File: config.mk
export PLATFORM = sky130hd
export DESIGN_NAME = modexp_scheduler_flat
export DESIGN_NICKNAME = d
export VERILOG_FILES = /design/src/rtl/modexp_scheduler_pkg.sv /design/src/rtl/modexp_scheduler_if.sv /design/src/rtl/modexp_scheduler_rr_arbiter.sv /design/src/rtl/modexp_scheduler.sv /design/src/flat_wrapper.sv
export SDC_FILE = /design/constraint.sdc
export NUM_CORES = 1
export LEC_CHECK = 0
export CORE_AREA = 2 2 181 183
export CTS_CLUSTER_SIZE = 12
export DETAILED_ROUTE_END_ITERATION = 6
export DIE_AREA = 0 0 183 185
export PLACE_DENSITY_LB_ADDON = 0.25
export RECOVER_POWER = 25
export SLEW_MARGIN = 20
export SYNTH_ARGS = -nofsm -noshare
export SYNTH_HDL_FRONTEND = slang
export SYNTH_SLANG_ARGS = --single-unit
File: constraint.sdc
create_clock -name CLK -period 8.5 [get_ports CLK]
set_input_delay 1.7 -clock CLK [delete_from_list [all_inputs] [get_ports CLK]]
set_output_delay 1.7 -clock CLK [all_outputs]
set_load 0.02 [all_outputs]
File: src/rtl/modexp_scheduler_pkg.sv
// Shared definitions for the modular-exponentiation job scheduler:
// FSM encoding, operand/result widths and the default engine timeout.
package modexp_scheduler_pkg;

    localparam int OP_W            = 32;
    localparam int RES_W           = 64;
    localparam int DEFAULT_TIMEOUT = 1024;

    typedef enum logic [1:0] {
        ST_IDLE  = 2'd0,
        ST_ISSUE = 2'd1,
        ST_WAIT  = 2'd2,
        ST_RESP  = 2'd3
    } state_e;

    // Width of a requester index; never below one bit so a single requester still works
    function automatic int id_width(input int n);
        return (n > 1) ? $clog2(n) : 1;
    endfunction

endpackage

File: src/rtl/modexp_scheduler_if.sv
// Requester-side bus of the scheduler: request/operand inputs, grant and response outputs.
// The master side belongs to the requesters, the slave side to the scheduler.
interface modexp_scheduler_if #(parameter int NREQ = 4);
    import modexp_scheduler_pkg::*;

    localparam int ID_W = id_width(NREQ);

    logic [NREQ-1:0]      req;
    logic [NREQ*OP_W-1:0] req_base;
    logic [NREQ*OP_W-1:0] req_exp;
    logic [NREQ-1:0]      gnt;
    logic                 rsp_valid;
    logic [ID_W-1:0]      rsp_id;
    logic [RES_W-1:0]     rsp_data;
    logic                 rsp_err;

    modport master (
        output req, req_base, req_exp,
        input  gnt, rsp_valid, rsp_id, rsp_data, rsp_err
    );

    modport slave (
        input  req, req_base, req_exp,
        output gnt, rsp_valid, rsp_id, rsp_data, rsp_err
    );

endinterface

File: src/rtl/modexp_scheduler_rr_arbiter.sv
// Combinational round-robin picker: the first requester after last_id (wrapping) wins.
module rr_arbiter #(
    parameter int NREQ = 4,
    parameter int ID_W = 2
) (
    input  logic [NREQ-1:0] req,
    input  logic [ID_W-1:0] last_id,
    output logic [NREQ-1:0] pick_oh,
    output logic [ID_W-1:0] pick_id,
    output logic            any_req
);

    logic [ID_W-1:0] idx;

    // Walk the requesters from last_id+1 around to last_id and keep the first active one
    always_comb begin
        pick_oh = '0;
        pick_id = '0;
        any_req = 1'b0;
        idx     = '0;
        for (int i = 1; i <= NREQ; i++) begin
            idx = ID_W'((int'(last_id) + i) % NREQ);
            if (!any_req && req[idx]) begin
                any_req      = 1'b1;
                pick_oh[idx] = 1'b1;
                pick_id      = idx;
            end
        end
    end

endmodule

File: src/rtl/modexp_scheduler.sv
// Shares one exponentiation engine among NREQ requesters: round-robin grant, operand
// capture, engine start, completion or timeout, then a single response pulse.
module modexp_scheduler
    import modexp_scheduler_pkg::*;
#(
    parameter int NREQ    = 4,
    parameter int TIMEOUT = DEFAULT_TIMEOUT
) (
    input  logic             CLK,
    input  logic             RST,
    modexp_scheduler_if.slave bus,
    output logic             busy,
    output logic             eng_start,
    output logic [OP_W-1:0]  eng_base,
    output logic [OP_W-1:0]  eng_exp,
    input  logic [RES_W-1:0] eng_result,
    input  logic             eng_done
);

    localparam int ID_W  = id_width(NREQ);
    localparam int CNT_W = $clog2(TIMEOUT + 1);

    state_e             state_q, state_d;
    logic [ID_W-1:0]    cur_id_q, cur_id_d;
    logic [ID_W-1:0]    last_id_q, last_id_d;
    logic [OP_W-1:0]    base_q, base_d;
    logic [OP_W-1:0]    exp_q, exp_d;
    logic [CNT_W-1:0]   cnt_q, cnt_d;
    logic [NREQ-1:0]    gnt_q, gnt_d;
    logic               eng_start_q, eng_start_d;
    logic               rsp_valid_q, rsp_valid_d;
    logic               rsp_err_q, rsp_err_d;
    logic [RES_W-1:0]   rsp_data_q, rsp_data_d;
    logic [ID_W-1:0]    rsp_id_q, rsp_id_d;

    logic [NREQ-1:0]    pick_oh;
    logic [ID_W-1:0]    pick_id;
    logic               any_req;
    logic               cnt_expired;
    logic [OP_W-1:0]    base_slices [NREQ];
    logic [OP_W-1:0]    exp_slices  [NREQ];

    for (genvar g = 0; g < NREQ; g++) begin : g_slice
        assign base_slices[g] = bus.req_base[g*OP_W +: OP_W];
        assign exp_slices[g]  = bus.req_exp[g*OP_W +: OP_W];
    end

    rr_arbiter #(.NREQ(NREQ), .ID_W(ID_W)) u_arb (
        .req     (bus.req),
        .last_id (last_id_q),
        .pick_oh (pick_oh),
        .pick_id (pick_id),
        .any_req (any_req)
    );

    assign cnt_expired = (cnt_q == CNT_W'(TIMEOUT - 1));

    // State and datapath registers; reset leaves requester 0 with first priority
    always_ff @(posedge CLK) begin
        if (!RST) begin
            state_q     <= ST_IDLE;
            cur_id_q    <= '0;
            last_id_q   <= ID_W'(NREQ - 1);
            base_q      <= '0;
            exp_q       <= '0;
            cnt_q       <= '0;
            gnt_q       <= '0;
            eng_start_q <= 1'b0;
            rsp_valid_q <= 1'b0;
            rsp_err_q   <= 1'b0;
            rsp_data_q  <= '0;
            rsp_id_q    <= '0;
        end else begin
            state_q     <= state_d;
            cur_id_q    <= cur_id_d;
            last_id_q   <= last_id_d;
            base_q      <= base_d;
            exp_q       <= exp_d;
            cnt_q       <= cnt_d;
            gnt_q       <= gnt_d;
            eng_start_q <= eng_start_d;
            rsp_valid_q <= rsp_valid_d;
            rsp_err_q   <= rsp_err_d;
            rsp_data_q  <= rsp_data_d;
            rsp_id_q    <= rsp_id_d;
        end
    end

    // Next-state logic; engine completion outranks timeout expiry in WAIT
    always_comb begin
        state_d = state_q;
        case (state_q)
            ST_IDLE:  if (any_req) state_d = ST_ISSUE;
            ST_ISSUE: state_d = ST_WAIT;
            ST_WAIT:  if (eng_done || cnt_expired) state_d = ST_RESP;
            ST_RESP:  state_d = ST_IDLE;
            default:  state_d = ST_IDLE;
        endcase
    end

    // Output and datapath updates; pulses default low, response fields hold their last value
    always_comb begin
        cur_id_d    = cur_id_q;
        last_id_d   = last_id_q;
        base_d      = base_q;
        exp_d       = exp_q;
        cnt_d       = cnt_q;
        gnt_d       = '0;
        eng_start_d = 1'b0;
        rsp_valid_d = 1'b0;
        rsp_err_d   = 1'b0;
        rsp_data_d  = rsp_data_q;
        rsp_id_d    = rsp_id_q;
        case (state_q)
            ST_IDLE: begin
                if (any_req) begin
                    gnt_d    = pick_oh;
                    cur_id_d = pick_id;
                    base_d   = base_slices[pick_id];
                    exp_d    = exp_slices[pick_id];
                end
            end
            ST_ISSUE: begin
                eng_start_d = 1'b1;
                cnt_d       = '0;
            end
            ST_WAIT: begin
                if (eng_done) begin
                    rsp_valid_d = 1'b1;
                    rsp_data_d  = eng_result;
                    rsp_id_d    = cur_id_q;
                end else if (cnt_expired) begin
                    rsp_valid_d = 1'b1;
                    rsp_err_d   = 1'b1;
                    rsp_data_d  = '0;
                    rsp_id_d    = cur_id_q;
                end else begin
                    cnt_d = cnt_q + CNT_W'(1);
                end
            end
            ST_RESP: begin
                last_id_d = cur_id_q;
            end
            default: ;
        endcase
    end

    assign bus.gnt       = gnt_q;
    assign bus.rsp_valid = rsp_valid_q;
    assign bus.rsp_err   = rsp_err_q;
    assign bus.rsp_data  = rsp_data_q;
    assign bus.rsp_id    = rsp_id_q;
    assign busy          = (state_q != ST_IDLE);
    assign eng_start     = eng_start_q;
    assign eng_base      = base_q;
    assign eng_exp       = exp_q;

endmodule
File: src/flat_wrapper.sv
// flat-port wrapper written by rule: the top's interface ports become plain ports
module modexp_scheduler_flat import modexp_scheduler_pkg::*;
#(
    parameter int NREQ    = 4,
    parameter int TIMEOUT = DEFAULT_TIMEOUT
)
  (CLK, RST, busy, eng_start, eng_base, eng_exp, eng_result, eng_done, bus_req, bus_req_base, bus_req_exp, bus_gnt, bus_rsp_valid, bus_rsp_id, bus_rsp_data, bus_rsp_err);
  modexp_scheduler_if #(.NREQ(NREQ)) bus_i ();
  input  logic CLK;
  input  logic RST;
  output logic busy;
  output logic eng_start;
  output logic [OP_W-1:0] eng_base;
  output logic [OP_W-1:0] eng_exp;
  input  logic [RES_W-1:0] eng_result;
  input  logic eng_done;
  input wire logic [$bits(bus_i.req)-1:0] bus_req;
  input wire logic [$bits(bus_i.req_base)-1:0] bus_req_base;
  input wire logic [$bits(bus_i.req_exp)-1:0] bus_req_exp;
  output wire logic [$bits(bus_i.gnt)-1:0] bus_gnt;
  output wire logic [$bits(bus_i.rsp_valid)-1:0] bus_rsp_valid;
  output wire logic [$bits(bus_i.rsp_id)-1:0] bus_rsp_id;
  output wire logic [$bits(bus_i.rsp_data)-1:0] bus_rsp_data;
  output wire logic [$bits(bus_i.rsp_err)-1:0] bus_rsp_err;
  assign bus_i.req = bus_req;
  assign bus_i.req_base = bus_req_base;
  assign bus_i.req_exp = bus_req_exp;
  assign bus_gnt = bus_i.gnt;
  assign bus_rsp_valid = bus_i.rsp_valid;
  assign bus_rsp_id = bus_i.rsp_id;
  assign bus_rsp_data = bus_i.rsp_data;
  assign bus_rsp_err = bus_i.rsp_err;
  modexp_scheduler #(.NREQ(NREQ), .TIMEOUT(TIMEOUT)) u_core (.CLK(CLK), .RST(RST), .bus(bus_i), .busy(busy), .eng_start(eng_start), .eng_base(eng_base), .eng_exp(eng_exp), .eng_result(eng_result), .eng_done(eng_done));
endmodule
Word level (Yosys, flattened, before mapping)
Cells that the tools add are included.
{ "totals": {"reg_bits": 154, "word_cells": 109} }
{ "op_classes": {"n_addsub": 5, "n_lt_le_gt_ge": 9, "eq_ne": 8, "mux": 47, "n_bitwise": 6, "reduce_logical": 22} }
{ "op_table": {"columns": ["op", "n"], "rows": [
  ["$bmux 32 s2", 2],
  ["$mux 32", 4],
  ["$mux 64", 2],
  ["$mux 11", 2],
  ["$pmux 11 s2", 1],
  ["$mux 2", 8],
  ["$mux 4", 4],
  ["$mux 1", 15],
  ["$lt 2x3->1 const B", 4],
  ["$or 4x4->4", 3],
  ["$add 11x1->11 const B", 1],
  ["$eq 11x10->1 const B", 1],
  ["$bmux 1 s2", 4],
  ["$demux 1 s2", 4],
  ["$ge 2x1->1 const B", 4],
  ["$pmux 2 s4", 1],
  ["$reduce_and 2->1", 4],
  ["$logic_and 1x1->1", 7],
  ["$reduce_and 3->1", 2],
  ["$reduce_bool 2->1", 3],
  ["$add 2x1->2 const B", 2],
  ["$add 2x2->2 const B", 2],
  ["$eq 2x2->1 const B", 2],
  ["$ne 2x1->1 const B", 2],
  ["other kinds (9)", 13]
]} }

Depth between registers and ports, before layout
{ "logic_depth": {"ltp_word": 17, "ltp_mapped": 14, "mapped_depth_nobuf": 8} }

By module
Synthesis repeated with hierarchy kept, for this count alone.
{ "hier_totals": {"hier_cells": 721, "area_unflattened_um2": 7527.2} }
{ "by_module_without_submodules": {"columns": ["module", "n_inst", "cells_each", "area_each_um2"], "rows": [
  ["modexp_scheduler", 1, 635, 6897.9],
  ["rr_arbiter", 1, 86, 629.4]
]} }

Worst setup path before layout
No wires, ideal clock.
{ "synth_path": {"path_type": "in2reg", "from": "input port bus_req[3]", "to": "register u_core.base_q[13], in the netlist u_core.eng_base[13]", "setup_ns": 0.123, "arrival_ns": 3.562, "slack_ns": 4.816, "path_stages": 9, "path_buffers": 3, "cell_sequence": "clkbuf_1 mux4_2 nand2b_4 a211oi_4 buf_4 buf_4 nor3b_1 a211oi_1 o31ai_2"} }
{ "synth_via": {"elab_chain_len": 16} }
{ "synth_lines": {"columns": ["item", "line", "source"], "rows": [
  ["start: declaration", "flat_wrapper.sv:17", "input wire logic [$bits(bus_i.req)-1:0] bus_req;"],
  ["$bmux 1 s2", "modexp_scheduler_rr_arbiter.sv:23", "if (!any_req && req[idx]) begin"],
  ["$mux 1 (not written as such)", "modexp_scheduler_rr_arbiter.sv:23", null],
  ["$mux 1", "modexp_scheduler_rr_arbiter.sv:23", null],
  ["$logic_not 1->1", "modexp_scheduler_rr_arbiter.sv:23", null],
  ["$logic_and 1x1->1", "modexp_scheduler_rr_arbiter.sv:23", null],
  ["$mux 1", "modexp_scheduler_rr_arbiter.sv:23", null],
  ["$logic_not 1->1", "modexp_scheduler_rr_arbiter.sv:23", null],
  ["$logic_and 1x1->1", "modexp_scheduler_rr_arbiter.sv:23", null],
  ["$mux 1", "modexp_scheduler_rr_arbiter.sv:23", null],
  ["$logic_not 1->1", "modexp_scheduler_rr_arbiter.sv:23", null],
  ["$logic_and 1x1->1", "modexp_scheduler_rr_arbiter.sv:23", null],
  ["$mux 2", "modexp_scheduler_rr_arbiter.sv:23", null],
  ["$not 2->3 (not written as such)", "modexp_scheduler.sv:119", "base_d = base_slices[pick_id];"],
  ["$bmux 32 s2", "modexp_scheduler.sv:119", null],
  ["$mux 32 (not written as such) (2 in series)", "modexp_scheduler.sv:119", null],
  ["end signal: assignment", "modexp_scheduler.sv:77", "base_q <= base_d;"],
  ["end: declaration", "modexp_scheduler.sv:26", "logic [OP_W-1:0] base_q, base_d;"]
]} }
Several ways; a longest one is shown, not always the timed one. The select of a mux whose other input is x is not followed.
A chain may end at the register's enable or synchronous reset.

Worst setup path after layout
{ "layout_path": {"from": "register u_core.last_id_q[0]", "to": "register u_core.exp_q[0], in the netlist u_core.eng_exp[0]"} }
{ "layout_via": {"elab_chain_len": 17} }
{ "layout_lines": {"columns": ["item", "line", "source"], "rows": [
  ["start: declaration", "modexp_scheduler.sv:25", "logic [ID_W-1:0] last_id_q, last_id_d;"],
  ["start signal: assignment", "modexp_scheduler.sv:63", "last_id_q <= ID_W'(NREQ - 1);"],
  ["start signal: assignment", "modexp_scheduler.sv:76", "last_id_q <= last_id_d;"],
  ["$add 2x1->2", "modexp_scheduler_rr_arbiter.sv:22", "idx = ID_W'((int'(last_id) + i) % NREQ);"],
  ["$bmux 1 s2", "modexp_scheduler_rr_arbiter.sv:23", null],
  ["$mux 1 (not written as such)", "modexp_scheduler_rr_arbiter.sv:23", null],
  ["$mux 1", "modexp_scheduler_rr_arbiter.sv:23", null],
  ["$logic_not 1->1", "modexp_scheduler_rr_arbiter.sv:23", null],
  ["$logic_and 1x1->1", "modexp_scheduler_rr_arbiter.sv:23", null],
  ["$mux 1", "modexp_scheduler_rr_arbiter.sv:23", null],
  ["$logic_not 1->1", "modexp_scheduler_rr_arbiter.sv:23", null],
  ["$logic_and 1x1->1", "modexp_scheduler_rr_arbiter.sv:23", null],
  ["$mux 1", "modexp_scheduler_rr_arbiter.sv:23", null],
  ["$logic_not 1->1", "modexp_scheduler_rr_arbiter.sv:23", null],
  ["$logic_and 1x1->1", "modexp_scheduler_rr_arbiter.sv:23", null],
  ["$mux 2", "modexp_scheduler_rr_arbiter.sv:23", null],
  ["$not 2->3 (not written as such)", "modexp_scheduler.sv:120", "exp_d = exp_slices[pick_id];"],
  ["$bmux 32 s2", "modexp_scheduler.sv:120", null],
  ["$mux 32 (not written as such) (2 in series)", "modexp_scheduler.sv:120", null],
  ["end signal: assignment", "modexp_scheduler.sv:78", "exp_q <= exp_d;"],
  ["end: declaration", "modexp_scheduler.sv:27", "logic [OP_W-1:0] exp_q, exp_d;"]
]} }
Several ways; a longest one is shown, not always the timed one. The select of a mux whose other input is x is not followed.

==> impl_metrics.json <==
{
  "timing.final.max_slew_violations": 69,
  "pin_count": 465,
  "syn_to_final_growth_pct": 51.7,
  "post_synth_and_or_nand_nor_area_fraction": 0.268,
  "final_hold_viol_count": 0,
  "synth_area_sq_um": 10100,
  "critical_path_arrival_ns": 5.79,
  "final_net_count": 1936,
  "power_mw": 4.11,
  "die_w_um": 183,
  "synth_seq_area_share": 0.304,
  "fin_cells": 2017,
  "synth_top_family_by_area": "compound AO/OA/AOI/OAI gates",
  "area_fraction_in_compound_gates_after_synthesis": 0.315,
  "final_util": 0.480,
  "placed_cells_incl_taps": 1984,
  "drc": 0,
  "grt_overflow_total": 0,
  "regToRegSetupSlack_ns": 3.05,
  "finalWeightedCongestion": 0.877,
  "cts-root-to-sink-buffers": 2,
  "mappedNetlistNets": 1588,
  "postSynthAreaPerCell_sq_um": 8.14,
  "reg2reg_depth": 10,
  "synth.area.mux_share": 0.0181,
  "dieHeight_um": 185,
  "hold_class": "reg2reg",
  "status": "complete, but fails checks",
  "dieArea_sq_um": 33900,
  "synthesis.instances": 1247,
  "critPathRequiredTime_ns": 8.84,
  "yosys.area.top_type_share": 0.304,
  "drtIter0Drc": 947,
  "cts_max_level": 4,
  "skew_ns": 0.0118,
  "final_critical_path_setup_slack_ns": 3.05,
  "critical_path_peak_fanout": 70,
  "max_freq_ghz": 0.183,
  "final.hold.worst_slack_ns": 0.441,
  "cts_tree": "built",
  "yosys_register_bits": 154,
  "power_per_cell_area_nw_per_um2": 267,
  "ys_dominant_reg_cell": "dfxtp_1",
  "ys_warn_count": 0,
  "post-synth-top-count-cell": "dfxtp_1",
  "post_drt_via_cell_ratio": 5.68,
  "yosys.area_share.xor_xnor": 0.00604,
  "failed_checks": "capacitance limit, slew limit",
  "grt_pass1_wl_um": 62300,
  "cts_setup_buffers": 0,
  "hold_start": "u_core.cnt_q[10]$_SDFFE_PN0P_",
  "ys_types": 60,
  "dpl_worst_slack_ns": 2.78,
  "wirelength_um": 41600,
  "wl_per_cell_um": 20.6,
  "worst_hold_path.endpoint": "u_core.cnt_q[10]$_SDFFE_PN0P_",
  "placedInstanceArea_sq_um": 14800,
  "final_area_sq_um": 15400,
  "grt_setup_unrepaired": "no",
  "ctsHoldBuffers": 0,
  "fillCellCount": 3103,
  "synth_top_cell_by_area": "dfxtp_1",
  "firstDrtPassIters": 5,
  "numCtsBuffers": 17,
  "cts.clk_slew.worst_paths_ns": 0.07,
  "startpoint_of_the_worst_register_to_register_path": "u_core.last_id_q[0]$_SDFFE_PN1N_",
  "period_needed_ns": 5.45,
  "clock_insertion_delay_worst_skew_ns": 0.44,
  "clkSinkCount": 154,
  "setup_viol": 0,
  "core_area_sq_um": 32000,
  "relSlewSlack": -1.16,
  "via_count": 11459,
  "post_cts_resize_count": 0,
  "io_buffers": 464,
  "antenna_violations_before_repair": 0,
  "grtUsageTotal": 0.232,
  "endpoint_kind": "flop",
  "max_cap_violations": 1,
  "hpwl_um": 28200,
  "number_of_flops_mapped_to_enable_cells_by_yosys": 0,
  "synth-adder-area-share": 0.0173,
  "async_set_reset_flop_share_out_of_synthesis": 0,
  "drive_gt1_frac": 0.0585,
  "crit_type": "reg2reg",
  "vias_in_the_first_global_route": 10780,
  "layout_worst_path_cycle_share": 0.641,
  "final.setup.tns_ns": 0,
  "placementRows": 66,
  "p_leak_nw": 5.01,
  "peak_supply_drop_mv": 0.170,
  "cts.root.buffer_cell": "clkbuf_16",
  "worst_slew_pin_tran_ns": 3.24,
  "antenna_left": 0,
  "number_of_cells_on_the_worst_hold_path": 2,
  "netlist_top_cells_count": "dfxtp_1 (154), nand3_1 (106), nor3b_1 (99), clkbuf_1 (94), nand2_1 (86)",
  "largest_net_degree_at_the_start_of_global_routing": 84,
  "floorplan.initialDensity": 0.317,
  "yosys-top-cells-area": "dfxtp_1 (30%), nor3b_1 (7.3%), nand3_1 (5.2%), a21boi_0 (5.0%), a211oi_1 (4.8%)",
  "critical_path.startpoint_type": "flop",
  "timing.rr.end": "u_core.eng_exp[0]$_SDFFE_PN0P_"
}
critical path, stage by stage, from the launching register on:
cell	delay [ns]
dfxtp_4	0.80
inv_2	0.56
ha_1	0.70
mux2i_1	0.28
mux2_2	0.83
o21ai_4	0.09
buf_4	0.34
a21oi_4	0.76
buf_4	0.54
a211oi_1	0.15
o31ai_1	0.28
cell type report:
cell class | instances | area (sq um) | share of cell area
antenna | 1 | 2.50 | 0.000163
clock buffer | 21 | 460 | 0.0299
clock inverter | 11 | 135 | 0.00878
inverter | 8 | 30.0 | 0.00195
multi-input combinational | 930 | 6370 | 0.414
sequential | 154 | 3090 | 0.201
tap | 408 | 510 | 0.0332
timing repair buffer | 484 | 4790 | 0.311
sequential cells by signal, indices dropped and copies added (netlist names):
name,count
u_core.cnt_q,11
u_core.eng_start,1
u_core.bus.rsp_id,2
u_core.eng_exp,32
u_core.bus.rsp_valid,1
u_core.cur_id_q,2
u_core.bus.rsp_err,1
u_core.eng_base,32
u_core.last_id_q,2
u_core.state_q,2
u_core.bus.gnt,4
u_core.bus.rsp_data,64
cells in the final DEF (no fill, tap or decap), types with 32 or more instances in the layout:
cell,count
nor3b_1,99
nand2_1,85
nand3_1,106
nor3_1,60
a211oi_1,65
a21oi_1,66
o21ai_0,37
nand2b_1,32
clkdlybuf4s50_1,463
a21boi_0,67
dfxtp_1,153
report_power, final:
| group | internal (mW) | leakage, nW | switching [mW] |
|---|---|---|---|
| clock network | 0.454 | 0.287 | 0.338 |
| registers | 0.885 | 1.26 | 0.115 |
| logic | 0.927 | 3.47 | 1.39 |
cells by family after synthesis:
| family | Yosys count |
|---|---|
| AO/OA/AOI/OAI | 421 |
| multiplexers | 13 |
| XOR/XNOR | 7 |
| AND/OR/NAND/NOR | 475 |
| adder cells (fa/ha/maj) | 14 |
| buffers and inverters | 163 |
| flip-flops | 154 |
how the worst max path moves through the flow:
stage	end	cells past startpoint	from	slack, ns
after CTS	u_core.eng_exp[0]$_SDFFE_PN0P_	10	u_core.last_id_q[0]$_SDFFE_PN1N_	3.05
after global placement	u_core.eng_base[21]$_SDFFE_PN0P_	8	bus_req[1]	2.89
after detailed placement	u_core.eng_base[16]$_SDFFE_PN0P_	8	bus_req[3]	2.78
final	u_core.eng_exp[0]$_SDFFE_PN0P_	10	u_core.last_id_q[0]$_SDFFE_PN1N_	3.05
after floorplan	u_core.eng_base[13]$_SDFFE_PN0P_	9	bus_req[3]	4.82
after global routing	u_core.eng_exp[26]$_SDFFE_PN0P_	10	u_core.last_id_q[0]$_SDFFE_PN1N_	2.67
routing by layer:
metal | vias up | GRT usage | share of wire
li1 | 5456 | - | -
met3 | 62 | 0.0472 | 0.070
met1 | 5429 | 0.299 | 0.42
met4 | 0 | 0.0787 | 0.027
met5 | - | 0 | 0
met2 | 512 | 0.385 | 0.48
Note: power is estimated with default switching activity, not from simulation.
